<file path="src/rtl/rate_scaler_pkg.sv">
// rtl/rate_scaler_pkg.sv - shared widths, record layout and record packing for the rate scaler readout
//
// Purpose: constants and helpers shared by the readout top, its FIFO and its bus interface.
// Record layout (LSB first): [dead_cnt (only when dead counting is built in)] [cnt] [seq].
// Ports: none (package).
package rate_scaler_pkg;

  localparam int SEQ_W     = 8;
  localparam int DROP_W    = 8;
  localparam int MAX_N_W   = 32;
  localparam int REC_MAX_W = SEQ_W + 2 * MAX_N_W;

  function automatic int cnt_lsb(input int n_w, input bit dead_en);
    return dead_en ? n_w : 0;
  endfunction

  function automatic int seq_lsb(input int n_w, input bit dead_en);
    return cnt_lsb(n_w, dead_en) + n_w;
  endfunction

  function automatic int rec_w(input int n_w, input bit dead_en);
    return SEQ_W + (dead_en ? 2 : 1) * n_w;
  endfunction

  // Builds a record in the low rec_w() bits of a maximum-width vector;
  // callers truncate to their own record width.
  function automatic logic [REC_MAX_W-1:0] pack_record(
    input logic [SEQ_W-1:0]   seq,
    input logic [MAX_N_W-1:0] cnt_v,
    input logic [MAX_N_W-1:0] dead_v,
    input int                 n_w,
    input bit                 dead_en
  );
    logic [REC_MAX_W-1:0] mask;
    logic [REC_MAX_W-1:0] rec;
    mask = (REC_MAX_W'(1) << n_w) - REC_MAX_W'(1);
    rec  = (REC_MAX_W'(seq) << seq_lsb(n_w, dead_en))
         | ((REC_MAX_W'(cnt_v) & mask) << cnt_lsb(n_w, dead_en));
    if (dead_en) begin
      rec = rec | (REC_MAX_W'(dead_v) & mask);
    end
    return rec;
  endfunction

endpackage

</file>
<file path="src/rtl/rate_scaler_readout_if.sv">
// rtl/rate_scaler_readout_if.sv - valid/ready readout bus carrying one buffered record
//
// Purpose: groups the record handshake between the readout block and its consumer.
// Signals: out_valid (head present), out_ready (consumer accepts), out_seq, out_cnt, out_dead_cnt.
// Modports: master = readout block (drives record), slave = consumer (drives out_ready).
interface rate_scaler_readout_if
  import rate_scaler_pkg::*;
#(
  parameter int P_N_WIDTH = 16
);

  logic                 out_valid;
  logic                 out_ready;
  logic [SEQ_W-1:0]     out_seq;
  logic [P_N_WIDTH-1:0] out_cnt;
  logic [P_N_WIDTH-1:0] out_dead_cnt;

  modport master (
    output out_valid, out_seq, out_cnt, out_dead_cnt,
    input  out_ready
  );

  modport slave (
    input  out_valid, out_seq, out_cnt, out_dead_cnt,
    output out_ready
  );

endinterface

</file>
<file path="src/rtl/rate_fifo.sv">
// rtl/rate_fifo.sv - synchronous first-word-fall-through FIFO for readout records
//
// Purpose: holds up to 2^P_DEPTH_LOG2 records; the head is visible on dout while not empty.
// Ports: clk, rst_n (sync active-low); push/din/full write side; pop/dout/empty read side;
// level = occupancy 0..2^P_DEPTH_LOG2. A push while full is taken only if a pop happens in
// the same cycle; pop while empty is ignored.
module rate_fifo #(
  parameter int P_WIDTH      = 8,
  parameter int P_DEPTH_LOG2 = 3
) (
  input  logic                    clk,
  input  logic                    rst_n,
  input  logic                    push,
  input  logic [P_WIDTH-1:0]      din,
  output logic                    full,
  input  logic                    pop,
  output logic [P_WIDTH-1:0]      dout,
  output logic                    empty,
  output logic [P_DEPTH_LOG2:0]   level
);

  localparam int DEPTH = 1 << P_DEPTH_LOG2;
  localparam int LW    = P_DEPTH_LOG2 + 1;

  logic [P_WIDTH-1:0]      r_mem [DEPTH];
  logic [P_DEPTH_LOG2-1:0] r_wr_ptr;
  logic [P_DEPTH_LOG2-1:0] r_rd_ptr;
  logic [LW-1:0]           r_level;
  logic                    w_do_push;
  logic                    w_do_pop;

  assign empty     = (r_level == '0);
  assign full      = r_level[P_DEPTH_LOG2];
  assign level     = r_level;
  assign dout      = r_mem[r_rd_ptr];
  assign w_do_pop  = pop && !empty;
  assign w_do_push = push && (!full || w_do_pop);

  always_ff @(posedge clk) begin
    if (w_do_push) begin
      r_mem[r_wr_ptr] <= din;
    end
  end

  always_ff @(posedge clk) begin
    if (!rst_n) begin
      r_wr_ptr <= '0;
      r_rd_ptr <= '0;
      r_level  <= '0;
    end else begin
      if (w_do_push) begin
        r_wr_ptr <= r_wr_ptr + P_DEPTH_LOG2'(1);
      end
      if (w_do_pop) begin
        r_rd_ptr <= r_rd_ptr + P_DEPTH_LOG2'(1);
      end
      case ({w_do_push, w_do_pop})
        2'b10:   r_level <= r_level + LW'(1);
        2'b01:   r_level <= r_level - LW'(1);
        default: r_level <= r_level;
      endcase
    end
  end

endmodule

</file>
<file path="src/rtl/rate_scaler_readout.sv">
// rtl/rate_scaler_readout.sv - captures rate scaler periods into a FIFO and serves them over valid/ready
//
// Purpose: on update&&valid a record {seq, cnt, dead cycles} is pushed; full-FIFO records are
// dropped and counted (the scaler is never back-pressured). seq advances on every capture.
// Ports: clk, rst_n (sync active-low); update, valid, cnt, dead from the scaler; clr_drop pulse;
// rd (master modport: out_valid/out_ready/out_seq/out_cnt/out_dead_cnt); level; drop_cnt.
// Build option: RATE_SCALER_READOUT_DEADCNT_EN compiles in the dead-cycle accumulator and its
// record field; without it out_dead_cnt is 0 and dead is unused.
module rate_scaler_readout
  import rate_scaler_pkg::*;
#(
  parameter int P_N_WIDTH    = 16,
  parameter int P_DEPTH_LOG2 = 3
) (
  input  logic                      clk,
  input  logic                      rst_n,
  input  logic                      update,
  input  logic                      valid,
  input  logic [P_N_WIDTH-1:0]      cnt,
  input  logic                      dead,
  input  logic                      clr_drop,
  rate_scaler_readout_if.master     rd,
  output logic [P_DEPTH_LOG2:0]     level,
  output logic [DROP_W-1:0]         drop_cnt
);

`ifdef RATE_SCALER_READOUT_DEADCNT_EN
  localparam bit DEAD_EN = 1'b1;
`else
  localparam bit DEAD_EN = 1'b0;
`endif

  localparam int REC_W   = rec_w(P_N_WIDTH, DEAD_EN);
  localparam int SEQ_LSB = seq_lsb(P_N_WIDTH, DEAD_EN);
  localparam int CNT_LSB = cnt_lsb(P_N_WIDTH, DEAD_EN);

  logic [SEQ_W-1:0]     r_seq;
  logic [DROP_W-1:0]    r_drop_cnt;
  logic [P_N_WIDTH-1:0] w_dead_acc_next;
  logic                 w_cap;
  logic                 w_pop;
  logic                 w_full;
  logic                 w_empty;
  logic                 w_accept;
  logic                 w_drop;
  logic [REC_W-1:0]     w_rec;
  logic [REC_W-1:0]     w_head;

  assign w_cap    = update && valid;
  assign w_pop    = rd.out_valid && rd.out_ready;
  // A full FIFO still takes the record when the head leaves in the same cycle.
  assign w_accept = w_cap && (!w_full || w_pop);
  assign w_drop   = w_cap && !w_accept;

`ifdef RATE_SCALER_READOUT_DEADCNT_EN
  logic [P_N_WIDTH-1:0] r_dead_acc;

  // Includes the update cycle itself, so the record covers the full period.
  assign w_dead_acc_next = (r_dead_acc == '1) ? r_dead_acc
                                              : r_dead_acc + P_N_WIDTH'(dead);

  always_ff @(posedge clk) begin
    if (!rst_n) begin
      r_dead_acc <= '0;
    end else if (update) begin
      r_dead_acc <= '0;
    end else begin
      r_dead_acc <= w_dead_acc_next;
    end
  end
`else
  logic w_unused_dead;
  assign w_unused_dead   = dead;
  assign w_dead_acc_next = '0;
`endif

  assign w_rec = REC_W'(pack_record(r_seq, MAX_N_W'(cnt), MAX_N_W'(w_dead_acc_next),
                                    P_N_WIDTH, DEAD_EN));

  always_ff @(posedge clk) begin
    if (!rst_n) begin
      r_seq      <= '0;
      r_drop_cnt <= '0;
    end else begin
      // Dropped records consume a sequence number so the reader can see the gap.
      if (w_cap) begin
        r_seq <= r_seq + SEQ_W'(1);
      end
      if (clr_drop) begin
        r_drop_cnt <= w_drop ? DROP_W'(1) : '0;
      end else if (w_drop && (r_drop_cnt != '1)) begin
        r_drop_cnt <= r_drop_cnt + DROP_W'(1);
      end
    end
  end

  rate_fifo #(
    .P_WIDTH      (REC_W),
    .P_DEPTH_LOG2 (P_DEPTH_LOG2)
  ) u_fifo (
    .clk   (clk),
    .rst_n (rst_n),
    .push  (w_accept),
    .din   (w_rec),
    .full  (w_full),
    .pop   (w_pop),
    .dout  (w_head),
    .empty (w_empty),
    .level (level)
  );

  // Fields are forced to 0 while empty so reset and idle both read as zero.
  assign rd.out_valid = !w_empty;
  assign rd.out_seq   = w_empty ? '0 : w_head[SEQ_LSB +: SEQ_W];
  assign rd.out_cnt   = w_empty ? '0 : w_head[CNT_LSB +: P_N_WIDTH];
`ifdef RATE_SCALER_READOUT_DEADCNT_EN
  assign rd.out_dead_cnt = w_empty ? '0 : w_head[0 +: P_N_WIDTH];
`else
  assign rd.out_dead_cnt = '0;
`endif

  assign drop_cnt = r_drop_cnt;

endmodule

</file>
<file path="src/flat_wrapper.sv">
// flat-port wrapper written by rule: the top's interface ports become plain ports
module rate_scaler_readout_flat import rate_scaler_pkg::*;
#(
  parameter int P_N_WIDTH    = 16,
  parameter int P_DEPTH_LOG2 = 3
)
  (clk, rst_n, update, valid, cnt, dead, clr_drop, level, drop_cnt, rd_out_valid, rd_out_seq, rd_out_cnt, rd_out_dead_cnt, rd_out_ready);
  rate_scaler_readout_if #(.P_N_WIDTH(P_N_WIDTH)) rd_i ();
  input  logic clk;
  input  logic rst_n;
  input  logic update;
  input  logic valid;
  input  logic [P_N_WIDTH-1:0] cnt;
  input  logic dead;
  input  logic clr_drop;
  output logic [P_DEPTH_LOG2:0] level;
  output logic [DROP_W-1:0] drop_cnt;
  output wire logic [$bits(rd_i.out_valid)-1:0] rd_out_valid;
  output wire logic [$bits(rd_i.out_seq)-1:0] rd_out_seq;
  output wire logic [$bits(rd_i.out_cnt)-1:0] rd_out_cnt;
  output wire logic [$bits(rd_i.out_dead_cnt)-1:0] rd_out_dead_cnt;
  input wire logic [$bits(rd_i.out_ready)-1:0] rd_out_ready;
  assign rd_out_valid = rd_i.out_valid;
  assign rd_out_seq = rd_i.out_seq;
  assign rd_out_cnt = rd_i.out_cnt;
  assign rd_out_dead_cnt = rd_i.out_dead_cnt;
  assign rd_i.out_ready = rd_out_ready;
  rate_scaler_readout #(.P_N_WIDTH(P_N_WIDTH), .P_DEPTH_LOG2(P_DEPTH_LOG2)) u_core (.clk(clk), .rst_n(rst_n), .update(update), .valid(valid), .cnt(cnt), .dead(dead), .clr_drop(clr_drop), .rd(rd_i), .level(level), .drop_cnt(drop_cnt));
endmodule
</file>
<file path="config.mk">
export PLATFORM = sky130hd
export DESIGN_NAME = rate_scaler_readout_flat
export DESIGN_NICKNAME = d
export VERILOG_FILES = /design/src/rtl/rate_scaler_pkg.sv /design/src/rtl/rate_scaler_readout_if.sv /design/src/rtl/rate_fifo.sv /design/src/rtl/rate_scaler_readout.sv /design/src/flat_wrapper.sv
export SDC_FILE = /design/constraint.sdc
export NUM_CORES = 1
export LEC_CHECK = 0
export CAP_MARGIN = 5
export CORE_MARGIN = 3
export CORE_UTILIZATION = 30
export CTS_BUF_LIST = sky130_fd_sc_hd__clkbuf_8
export DETAILED_ROUTE_END_ITERATION = 10
export DONT_BUFFER_PORTS = 1
export GPL_ROUTABILITY_DRIVEN = 0
export SETUP_SLACK_MARGIN = 0.15
export SLEW_MARGIN = 20
export SYNTH_ARGS = -nofsm -noshare
export SYNTH_HDL_FRONTEND = slang
export SYNTH_SLANG_ARGS = --single-unit
</file>
<file path="constraint.sdc">
create_clock -name clk -period 4.95 [get_ports clk]
set_clock_uncertainty 0.1 [all_clocks]
set_input_delay 0.99 -clock clk [delete_from_list [all_inputs] [get_ports clk]]
set_output_delay 0.99 -clock clk [all_outputs]
set_load 0.005 [all_outputs]
</file>
==> flow_summary.yaml, run 1 <==
worst_setup_path:
  cp_cell_sequence: "buf_4 > mux4_2 > mux2i_1 > nor2_1"
  critical_path_class: "register to primary output"
  reg2reg_from: "u_core.u_fifo.level[3]"
  worstSetupEndpoint: "rd_out_cnt[0]"
  worst-path-buf-inv: 1
  timing.critical_path.fanout_max: 33
  timing.critical_path.slowest_stage_cell: "dfxtp_2"
  worst_r2r_path_depth: 11
  critPathLaunchType: "register"
  critical_path_cell_count: 4
  required_ns: 3.86
  critical_path_arrival_ns: 2.53
  worstReg2RegEnd: "u_core.u_fifo.level[2]"
  r2r_slack_ns: 1.87
  endpoint_kind: "primary output"
  critical_path.top_delay_family: "flip-flops"
  critPathMaxStageDelay_ns: 0.91
sta:
  final.hold.worst_slack_ns: 0.4023
  finalCritPeriodShare_pct: 73.23
  number_of_failing_setup_endpoints_in_the_final_timing_report: 0
  rsz_0062_raised_after_global_routing: "no"
  finalHoldViolCount: 0
  clock.fmax_ghz: 0.2759
  worst_pin_slew_ns: 0.9221
  slew_viol_final: 0
  maxSlewHeadroom_pct: 38.53
  period_minus_slack_ns: 3.625
  fin_setup_tns_ns: 0
place:
  io_buffer_count: 0
  detailed_place_hpwl_um: 10130
die:
  rows: 61
  floorplan.io_pins: 76
  floorplan.die_area_um2: 31340
  dieWidth_um: 177.0
  design.core.area_um2: 28320
  initial_utilization_pct: 31.00
  height_of_the_die_um: 177.0
clocking:
  cts_sinks: 221
  cts.path.max_buffers: 3
  postCtsSetupRepairBufs: 0
  root_driver: "clkbuf_8"
  cts.repair.resized: 0
  cts_tree: "built"
  htree_num_levels: 2
  holdBufCountCts: 0
  clock_insertion_delay_worst_skew_ns: 0.52
  tritoncts.num_buffers: 37
  cts.reportedPaths.clkPinSlew_ns: 0.06
detailed_routing:
  drt_wl_total_um: 17340
  first_pass_iters: 4
  routedWlPerCell_um: 18.99
  ant_nets: 0
  drtIter0Drc: 252
  route.detailed.drc: 0
  routed-via-count: 4341
  vias_per_cell: 4.755
global_route:
  grt.overflow.total: 0
  first_pass_grt_wire_length_um: 26980
  first_global_vias: 4607
  grt_antenna_before_repair: 0
  global_route.usage.total_pct: 11.25
  maximum_number_of_pins_on_one_net_before_global_route_repair: 49
synthesis:
  synth_warnings: 0
  synth_cells: 480
  number_of_flops_mapped_to_enable_cells_by_yosys: 192
  synth_top_cell_area_share_pct: 65.69
  synth.ff_latch_count: 221
  most_frequent_cell_after_synthesis: "edfxtp_1"
  synth_cell_type_count: 41
  yosysTopAreaCell: "edfxtp_1"
  netlist_top_cells_count: "192 x edfxtp_1, 48 x mux4_2, 46 x nor2_1"
  synthesis.area_per_instance_um2: 18.29
  ys_top_cells_by_area: "edfxtp_1 66%, mux4_2 12%, dfxtp_1 6.6%"
  part_of_the_yosys_area_used_for_sequential_elements_pct: 72.30
  netlist_area_before_placement_um2: 8777
  postSynth.asyncResetShare_pct: 0
  yosys_most_used_dff: "edfxtp_1"
worst_hold_path:
  worst_hold_path_type: "register to register"
final_layout:
  diode_insertion_count_for_antenna_repair: 0
  drive_above_1_share_pct: 22.80
  design.final.nets: 539
  area.growth.synth_to_final_pct: 13.41
power:
  pd_cells_nw_per_um2: 453.1
  max-vdd-ir-drop_mv: 0.3703
  power.static_leakage_nw: 3.084
outcome:
  run_status: "finished clean"
run:
  max_cap_viol_count: 0
-- placed cells by master (no fill, tap or decap), drive strengths merged, types with 2 or more instances in the layout --
master / synthesis / final
nand2b: 3 / 3
dfxtp: 29 / 29
conb: 1 / 16
xor2: 10 / 10
bufinv: 0 / 3
a21oi: 10 / 10
nor2: 46 / 46
mux4: 48 / 48
buf: 29 / 12
nor3: 5 / 5
or3: 4 / 4
or4: 2 / 2
o31ai: 2 / 2
xnor2: 3 / 3
nand2: 10 / 10
o21ai: 7 / 7
inv: 3 / 20
clkinv: 1 / 6
and2: 3 / 3
clkbuf: 8 / 39
edfxtp: 192 / 192
nand4: 6 / 6
nand3: 8 / 8
mux2i: 28 / 28
and3: 3 / 3
ha: 7 / 7
-- metal layers --
layer  vias to the layer above  track usage, %  wire, um
met3                        33           3.282      1163
li1                       1923               -         -
met1                      2256           14.60      7363
met2                       129           18.29      8466
met5                         -               0         0
met4                         0           3.535       348
-- where the power goes --
part / internal (mW) / switching, mW / leakage [nW] / total (mW)
sequential: 2.07 / 0.0980 / 1.92 / 2.17
combinational: 0.368 / 0.390 / 0.735 / 0.758
clock: 0.889 / 0.696 / 0.424 / 1.59
-- tightest hold or removal path, delay by kind of cell (launching register included) --
kind	cells	cell delay [ns]
and+or+nand+nor	1	0.07
AOI/OAI and AO/OA	1	0.05
DFF	1	0.34
-- through the flow --
step	setup slack (ns)	instances	utilization, %	instance area, um^2	power, mW
finish	1.325	913	35.16	9955	4.510
global route	1.150	913	35.16	9955	4.750
CTS	1.221	912	35.06	9927	4.571
detailed placement	1.601	847	32.48	9198	2.973
global placement	1.698	847	32.48	9198	2.950
floorplan	1.021	495	-	8833	2.783
-- area by class of cell --
type | count | area (um^2)
clock inverter | 26 | 192.7
clock buffer | 39 | 536.8
fill | 2624 | 18360
sequential | 221 | 6351
multi-input combinational | 233 | 2276
timing repair buffer | 12 | 110.1
inverter | 4 | 15.01
tap | 378 | 473.0
-- cell families after synthesis --
family | count (synthesis) | synth area share [%]
XOR/XNOR | 13 | 1.297
AO/OA/AOI/OAI | 23 | 1.568
multiplexers | 76 | 15.51
flip-flops | 221 | 72.30
other | 1 | 0.04272
AND/OR/NAND/NOR | 98 | 5.588
adder cells (fa/ha/maj) | 7 | 0.9978
buffers and inverters | 41 | 2.694
-- flip-flops by register name (all words and copies together) (netlist names), named ones only --
name                    cells
u_core.r_seq                8
u_core.u_fifo.r_rd_ptr      3
u_core.u_fifo.r_wr_ptr      3
u_core.u_fifo.r_mem       192
u_core.drop_cnt             8
u_core.u_fifo.level         4
-- how the worst min path moves through the flow --
stage	start	endpoint	slack (ns)	cells after the start
after detailed placement	u_core.u_fifo.r_wr_ptr[0]	u_core.u_fifo.r_wr_ptr[0]	0.40	2
after CTS	u_core.u_fifo.r_wr_ptr[0]	u_core.u_fifo.r_wr_ptr[0]	0.40	2
after floorplan	u_core.u_fifo.r_wr_ptr[0]	u_core.u_fifo.r_wr_ptr[0]	0.36	2
final	u_core.u_fifo.r_wr_ptr[0]	u_core.u_fifo.r_wr_ptr[0]	0.40	2
after global routing	cnt[7]	u_core.u_fifo.r_mem[1][7]	0.42	0
after global placement	u_core.u_fifo.r_wr_ptr[0]	u_core.u_fifo.r_wr_ptr[0]	0.37	2
No activity file was read; power rests on OpenSTA's default activity.
==> run 2: changes to the inputs <==
==> constraint.sdc (replaced) <==
create_clock -name clk -period 3.5 [get_ports clk]
set_clock_uncertainty 0.1 [all_clocks]
set_input_delay 0.7 -clock clk [delete_from_list [all_inputs] [get_ports clk]]
set_output_delay 0.7 -clock clk [all_outputs]
set_load 0.005 [all_outputs]
==> run 2 against run 1 <==
Global-route usage down 0.31 points. Routed wire length down 2.3%. Worst hold slack worse by 0.23 ns. Sequential power up 41%. Sequential share of layout area down 0.30 points. Largest power group unchanged. First-iteration DRC count up 28%. Combinational power up 41%. Critical path depth unchanged. Die area unchanged. Final area up 0.48%. Highest routed layer unchanged. Worst setup slack worse by 0.90 ns. Final cell count up 0.66%.
==> flow_summary.yaml, run 2 (synthesis gave the netlist of run 1 again) <==
place:
  detailed_place_hpwl_um: 10430
  io_buffer_count: 0
die:
  design.core.area_um2: 28320
  initial_utilization_pct: 31.00
  height_of_the_die_um: 177.0
  dieWidth_um: 177.0
  floorplan.io_pins: 76
  rows: 61
  floorplan.die_area_um2: 31340
sta:
  fin_setup_tns_ns: 0
  period_minus_slack_ns: 3.079
  clock.fmax_ghz: 0.3248
  finalHoldViolCount: 0
  worst_pin_slew_ns: 0.5953
  finalCritPeriodShare_pct: 87.97
  final.hold.worst_slack_ns: 0.1732
  slew_viol_final: 0
  maxSlewHeadroom_pct: 60.27
  rsz_0062_raised_after_global_routing: "no"
  number_of_failing_setup_endpoints_in_the_final_timing_report: 0
final_layout:
  area.growth.synth_to_final_pct: 13.96
  final_cell_mix: "192 x edfxtp_1, 48 x mux4_2, 41 x clkbuf_8, 40 x nor2_1, 28 x mux2i_1"
  largest-register: "u_core.u_fifo.r_mem"
  design.final.nets: 546
  diode_insertion_count_for_antenna_repair: 0
  layout_commonest_cell: "edfxtp_1"
  layout.core_utilization_pct: 35.32
  drive_above_1_share_pct: 23.66
  largest_register_ff_count: 192
worst_setup_path:
  worst_r2r_path_depth: 8
  required_ns: 2.70
  critical_path_cell_count: 4
  cp_cell_sequence: "buf_12 > mux4_2 > mux2i_1 > nor2_1"
  worst-path-buf-inv: 1
  critical_path.top_delay_family: "multiplexers"
  critPathMaxStageDelay_ns: 0.67
  timing.critical_path.slowest_stage_cell: "dfxtp_4"
  critical_path_arrival_ns: 2.28
  critical_path_class: "register to primary output"
  timing.critical_path.fanout_max: 24
  endpoint_kind: "primary output"
  critPathLaunchType: "register"
global_route:
  first_global_vias: 4537
  first_pass_grt_wire_length_um: 26120
  grt_antenna_before_repair: 0
  grt.overflow.total: 0
  grt-busiest-layer: "met2"
  grtUsageMet1_pct: 13.78
  maximum_number_of_pins_on_one_net_before_global_route_repair: 30
  global_route.usage.total_pct: 10.94
  groute.layer.met3.usage_pct: 3.732
  gr_util_met2_pct: 17.79
worst_hold_path:
  worst_hold_path_type: "primary input to register"
  holdPathStages: 0
detailed_routing:
  first_pass_iters: 4
  routed-via-count: 4270
  ant_nets: 0
  drtIter0Drc: 322
  vias_per_cell: 4.646
  route.detailed.drc: 0
  drt_wl_total_um: 16950
  routedWlPerCell_um: 18.44
clocking:
  cts.repair.resized: 0
  cts.path.max_buffers: 3
  holdBufCountCts: 0
  cts.reportedPaths.clkPinSlew_ns: 0.06
  tritoncts.num_buffers: 37
  clock_insertion_delay_worst_skew_ns: 0.50
  cts_tree: "built"
  htree_num_levels: 2
  postCtsSetupRepairBufs: 0
  root_driver: "clkbuf_8"
  cts_sinks: 221
outcome:
  run_status: "finished clean"
power:
  max-vdd-ir-drop_mv: 0.3505
  pd_cells_nw_per_um2: 624.6
  power.static_leakage_nw: 3.089
run:
  max_cap_viol_count: 0
## run 2: changes by cell type in the layout (fill, tap and decap cells not counted), moves of 2 or more
cell       before  now
buf_12          0    4
inv_1          18   14
inv_6           2    0
buf_4          11   15
bufinv_16       3    1
clkbuf_8       39   41
clkinv_1        4    8
## run 2: path summary, 6_finish.rpt
| kind | endpoint | startpoint | slack [ns] |
|---|---|---|---|
| worst max-delay path | rd_out_cnt[3] | register | 0.42 |
| worst max register to register | u_core.u_fifo.level[3] | u_core.u_fifo.level[3] | 0.88 |
| worst min register to register | u_core.u_fifo.r_wr_ptr[0] | u_core.u_fifo.r_wr_ptr[0] | 0.40 |
| worst min-delay path | u_core.u_fifo.r_mem[6][4] | cnt[4] | 0.17 |
## run 2: per-stage QoR
step	total power [mW]	setup WS [ns]	instance area [um^2]	cells
floorplan	3.937	0.1589	8838	495
global placement	4.226	0.7396	9314	855
detailed placement	4.251	0.7255	9314	855
CTS	6.370	0.3377	10000	919
global route	6.602	0.2232	10000	919
finish	6.247	0.4211	10000	919
## run 2: power by group
part	internal (mW)	switching, mW
Combinational	0.524	0.551
Clock	1.15	0.957
Sequential	2.93	0.144
## run 2: routing by layer
metal	up-vias	part of all wire [%]
li1	1939	-
met1	2181	42
met2	121	49
met3	29	7.1
met4	0	1.7
met5	-	0
## run 2: cell type report
cell class | instances | area [um^2]
tap | 378 | 473.0
timing repair buffer | 19 | 192.7
sequential | 221 | 6351
clock inverter | 23 | 123.9
fill | 2626 | 18310
clock buffer | 41 | 564.3
inverter | 4 | 15.01
multi-input combinational | 233 | 2282
